[config.mk]
export PLATFORM = sky130hd
export DESIGN_NAME = status_cond_unit
export DESIGN_NICKNAME = d
export VERILOG_FILES = /design/src/rtl/status_cond_unit_pkg.sv /design/src/rtl/status_cond_unit_cond_check.sv /design/src/rtl/status_cond_unit.sv
export SDC_FILE = /design/constraint.sdc
export NUM_CORES = 1
export LEC_CHECK = 0
export BUFFER_PORTS_ARGS = -buffer_cell sky130_fd_sc_hd__buf_2
export CAP_MARGIN = 20
export CORE_AREA = 10 10 52 71
export CTS_BUF_LIST = sky130_fd_sc_hd__clkbuf_8 sky130_fd_sc_hd__clkbuf_16
export DETAILED_ROUTE_END_ITERATION = 8
export DIE_AREA = 0 0 62 81
export PLACE_DENSITY = 0.82
export SYNTH_ARGS = -nofsm -noshare
export SYNTH_HDL_FRONTEND = slang
export SYNTH_SLANG_ARGS = --single-unit
[constraint.sdc]
create_clock -name clk -period 3.81 [get_ports clk]
set_input_delay 0.1905 -clock clk [delete_from_list [all_inputs] [get_ports clk]]
set_output_delay 0.1905 -clock clk [all_outputs]
set_load 0.05 [all_outputs]
[src/rtl/status_cond_unit_pkg.sv]
// Shared ARM condition-code and NZCV flag definitions (ALU, control unit, status unit).
package status_cond_unit_pkg;

    localparam int unsigned COND_W = 4;
    localparam int unsigned FLAGS_W = 4;

    localparam logic [COND_W-1:0] COND_EQ = 4'b0000;
    localparam logic [COND_W-1:0] COND_NE = 4'b0001;
    localparam logic [COND_W-1:0] COND_CS = 4'b0010;
    localparam logic [COND_W-1:0] COND_CC = 4'b0011;
    localparam logic [COND_W-1:0] COND_MI = 4'b0100;
    localparam logic [COND_W-1:0] COND_PL = 4'b0101;
    localparam logic [COND_W-1:0] COND_VS = 4'b0110;
    localparam logic [COND_W-1:0] COND_VC = 4'b0111;
    localparam logic [COND_W-1:0] COND_HI = 4'b1000;
    localparam logic [COND_W-1:0] COND_LS = 4'b1001;
    localparam logic [COND_W-1:0] COND_GE = 4'b1010;
    localparam logic [COND_W-1:0] COND_LT = 4'b1011;
    localparam logic [COND_W-1:0] COND_GT = 4'b1100;
    localparam logic [COND_W-1:0] COND_LE = 4'b1101;
    localparam logic [COND_W-1:0] COND_AL = 4'b1110;
    localparam logic [COND_W-1:0] COND_NV = 4'b1111;

    localparam int unsigned FLAG_N = 3;
    localparam int unsigned FLAG_Z = 2;
    localparam int unsigned FLAG_C = 1;
    localparam int unsigned FLAG_V = 0;

endpackage

[src/rtl/status_cond_unit_cond_check.sv]
// ARM condition-field evaluator: 4-bit cond against NZCV flags, purely combinational.
module cond_check
    import status_cond_unit_pkg::*;
(
    input  logic [COND_W-1:0]  cond,
    input  logic [FLAGS_W-1:0] flags,
    output logic               pass_c
);

    logic n_flag;
    logic z_flag;
    logic c_flag;
    logic v_flag;

    assign n_flag = flags[FLAG_N];
    assign z_flag = flags[FLAG_Z];
    assign c_flag = flags[FLAG_C];
    assign v_flag = flags[FLAG_V];

    // Decode the condition mnemonic against the selected flags.
    always_comb begin
        pass_c = 1'b0;
        unique case (cond)
            COND_EQ: pass_c = z_flag;
            COND_NE: pass_c = !z_flag;
            COND_CS: pass_c = c_flag;
            COND_CC: pass_c = !c_flag;
            COND_MI: pass_c = n_flag;
            COND_PL: pass_c = !n_flag;
            COND_VS: pass_c = v_flag;
            COND_VC: pass_c = !v_flag;
            COND_HI: pass_c = c_flag && !z_flag;
            COND_LS: pass_c = !c_flag || z_flag;
            COND_GE: pass_c = (n_flag == v_flag);
            COND_LT: pass_c = (n_flag != v_flag);
            COND_GT: pass_c = !z_flag && (n_flag == v_flag);
            COND_LE: pass_c = z_flag || (n_flag != v_flag);
            COND_AL: pass_c = 1'b1;
            COND_NV: pass_c = 1'b0;
            default: pass_c = 1'b0;
        endcase
    end

endmodule

[src/rtl/status_cond_unit.sv]
// NZCV status register, ID condition check with EXE flag forwarding,
// EXE execute tracking and a saturating count of condition-failed instructions.
module status_cond_unit
    import status_cond_unit_pkg::*;
#(
    parameter bit          FORWARD = 1'b1,
    parameter int unsigned CNT_W   = 16
) (
    input  logic               clk,
    input  logic               rst,
    input  logic               freeze,
    input  logic               flush,
    input  logic               id_valid,
    input  logic [COND_W-1:0]  id_cond,
    input  logic               exe_s,
    input  logic [FLAGS_W-1:0] alu_status,
    output logic [FLAGS_W-1:0] status_q,
    output logic               alu_carry,
    output logic               id_cond_pass,
    output logic               exe_exec,
    output logic               flag_we,
    output logic [CNT_W-1:0]   skip_cnt
);

    logic [FLAGS_W-1:0] eff_flags_c;
    logic               skip_event_c;

    // An S-instruction only writes flags when it really executes.
    assign flag_we = exe_exec & exe_s;

    // The ALU always consumes committed flags, never forwarded ones.
    assign alu_carry = status_q[FLAG_C];

    // Let the ID check see flags being written by EXE this cycle.
    assign eff_flags_c = (FORWARD && flag_we) ? alu_status : status_q;

    cond_check u_cond_check (
        .cond   (id_cond),
        .flags  (eff_flags_c),
        .pass_c (id_cond_pass)
    );

    // Counted only for real instructions that actually leave ID this cycle.
    assign skip_event_c = id_valid & ~id_cond_pass & ~freeze & ~flush;

    // Architectural status register.
    always_ff @(posedge clk or posedge rst) begin
        if (rst) begin
            status_q <= '0;
        end else if (flag_we) begin
            status_q <= alu_status;
        end
    end

    // EXE execute flag; flush and freeze both insert a bubble.
    always_ff @(posedge clk or posedge rst) begin
        if (rst) begin
            exe_exec <= 1'b0;
        end else if (flush) begin
            exe_exec <= 1'b0;
        end else if (freeze) begin
            exe_exec <= 1'b0;
        end else begin
            exe_exec <= id_valid & id_cond_pass;
        end
    end

    // Saturating skipped-instruction counter.
    always_ff @(posedge clk or posedge rst) begin
        if (rst) begin
            skip_cnt <= '0;
        end else if (skip_event_c && (skip_cnt != '1)) begin
            skip_cnt <= skip_cnt + CNT_W'(1);
        end
    end

endmodule

==> metrics.yaml <==
synth_edf_count: 0
yosysSeqAreaShare_pct: 40.7
cts_resized: 0
place_ws_ps: 1370
ys_ff_latch: 21
period_share_pct: 68.6
wl_mm: 3.12
finalHoldViolations: 0
diodes: 0
reg2reg_slack_ps: 1330
netSwitchingFraction_pct: 48.2
p_per_area_mw_per_mm2: 558
grt_pass1_vias: 1209
worst_pin_slew_ps: 772
fin_crit_ps: 2620
initial_utilization_pct: 51.5
grt_pass1_wl_mm: 5.19
synth_top_area_share_pct: 40.7
rr_startpoint: "exe_exec"
vias: 1138
clk_pin_slew_ps: 90
dp.cells: 196
die_w_um: 62
drtAntennaViolNets: 0
rsz0062_at_grt: "false"
r2r_cells: 8
clkPwrFrac_pct: 18.0
criticalPathCategory: "reg2out"
rows: 22
io-pin-count: 38
fin_tns_setup_ps: 0
cts_tree: "built"
met2_usage_pct: 23.3
place_congestion: 0.892
cp_data_required_time_ps: 3620
cts_hold_buffers: 0
p_leak_nw: 0.768
timing.rr.end: "skip_cnt[12]"
coreArea_mm2: 0.00250
skew_ps: 7.97
status: "complete, no violations"
syn_area_mm2: 0.00129
power.switching_w: 0.000414
finalSetupViolations: 0
synthCells: 128
stdcell_count: 200
grt_antenna_before_repair: 0
grt_remaining_overflow: 0
crit_path_end_kind: "primary output"
worstPathArrival_ps: 2420
grt_util_met3_pct: 4.06
yosys_warnings: 0
crit_path_max_fanout: 6
top_usage_layer: "met2"
use_met1_pct: 13.6
hpwl_mm: 2.54
cts_setup_buffers: 0
clockBufferDepth: 2
avgRoutedWirePerCell_um: 15.6
ir_worst_vdd_uv: 471
slew_violations: 0
maxCapViolations: 0
clkLatencyLatePin_ps: 270
areaGrowthSynthToFinish_pct: 19.3
cts_made_buffers: 3
cts_max_level: 1
post-route-util_pct: 61.4
seqPwrFrac_pct: 36.5
drive_gt1_share_pct: 32.3
yosysMostFrequentCell: "dfrtp_1"
p_int_w: 0.000445
synth.distinct_cells: 45
io_buffers: 37
fin_ws_ps: 1190
drc_errors: 0
cts-root-buf: "clkbuf_8"
postSynth.asyncResetShare_pct: 100
final_nets: 180
hp-class: "in2async"
die-area_mm2: 0.00502
synth.top_cells.by_count: "dfrtp_1, nand3_1, nand2_1, xnor2_1"
max_clock_freq_mhz: 382
synth_ff_type: "dfrtp_1"
p_comb_share_pct: 45.4
grt_max_degree: 22
syn_area_per_cell_um2: 10.1
grt_usage_pct: 13.2
synth_nets: 143
synth_area_leaders: "dfrtp_1, xnor2_1, xor2_1, and3_1, nand3_1"
vias_per_cell: 5.69
cts.sinks: 21
die_h_um: 81
relSlewSlack_pct: 48.5
yosys.area.top_type: "dfrtp_1"
cp-start-kind: "flop"
dr.pass1.iters: 4
dr.first_iter.drc_count: 56
==> flip-flops by register name, indices dropped and copies added, names as in the netlist <==
name and flops:
status_q 4, skip_cnt 16, exe_exec 1
==> how the worst max path moves through the flow <==
stage | cells past startpoint | end | slack (ps) | from
after global routing | 8 | id_cond_pass | 1120 | exe_exec
after CTS | 8 | id_cond_pass | 1230 | exe_exec
after global placement | 8 | skip_cnt[12] | 1570 | exe_exec
final | 8 | id_cond_pass | 1190 | exe_exec
after floorplan | 8 | exe_exec | 910 | exe_exec
after detailed placement | 8 | skip_cnt[12] | 1370 | exe_exec
==> worst max-delay path, cell delays in order (launching register included) <==
cell and delay [ps]:
dfrtp_1 430, nand2_2 120, inv_2 110, mux2_4 330
a221o_1 350, o31ai_4 230, and3_1 260, nand2_1 100
buf_2 240
==> stage by stage <==
| stage | power, W | hold WS, ps | cell area, µm² |
|---|---|---|---|
| 2_1_floorplan | 0.000611 | 167 | 1290 |
| 6_report | 0.000858 | 44.0 | 1540 |
| 3_3_place_gp | 0.000699 | 377 | 1490 |
| 4_1_cts | 0.000861 | 105 | 1540 |
| 5_1_grt | 0.000903 | 132 | 1540 |
| 3_5_place_dp | 0.000709 | 397 | 1490 |
==> layer usage <==
| layer | part of all wire [%] | vias to the layer above |
|---|---|---|
| li1 | - | 531 |
| met1 | 38 | 552 |
| met2 | 50 | 44 |
| met3 | 9.0 | 11 |
| met4 | 2.8 | 0 |
| met5 | 0 | - |
==> cells by family after synthesis <==
kind of cell / count (synthesis) / synth area share (%)
AO/OA/AOI/OAI: 14 / 9.80
XOR/XNOR: 17 / 11.5
adder cells (fa/ha/maj): 1 / 0.970
buffers and inverters: 11 / 4.07
flip-flops: 21 / 40.7
multiplexers: 3 / 3.78
AND/OR/NAND/NOR: 61 / 29.1
==> layout by cell type, fill, tap and decap left out, drive strengths merged, types with 2 or more instances in the layout <==
master and n:
buf 37, dfrtp 21, nand3 11, nand2 10, xnor2 9, and3 8
xor2 8, nor2 7, nor3 7, inv 6, nor3b 3, nand4 3
clkbuf 3, a21oi 2, nand3b 2, and4 2, mux2 2, o31ai 2
==> layout make-up <==
type / count / area (µm²)
clock buffer: 3 / 41.3
timing repair buffer: 37 / 185
multi-input combinational: 96 / 712
clock inverter: 1 / 7.51
inverter: 6 / 22.5
sequential: 21 / 526
tap: 36 / 45.0
fill: 218 / 966
==> power groups by stage <==
stage	Clock (W)	Sequential (W)	Combinational [W]
after floorplan	0	0.000447	0.000164
after global placement	0	0.000313	0.000386
after detailed placement	0	0.000317	0.000392
after CTS	0.000155	0.000314	0.000392
after global routing	0.000165	0.000322	0.000416
final	0.000155	0.000314	0.000390
Power figures use the tool's default switching activity.
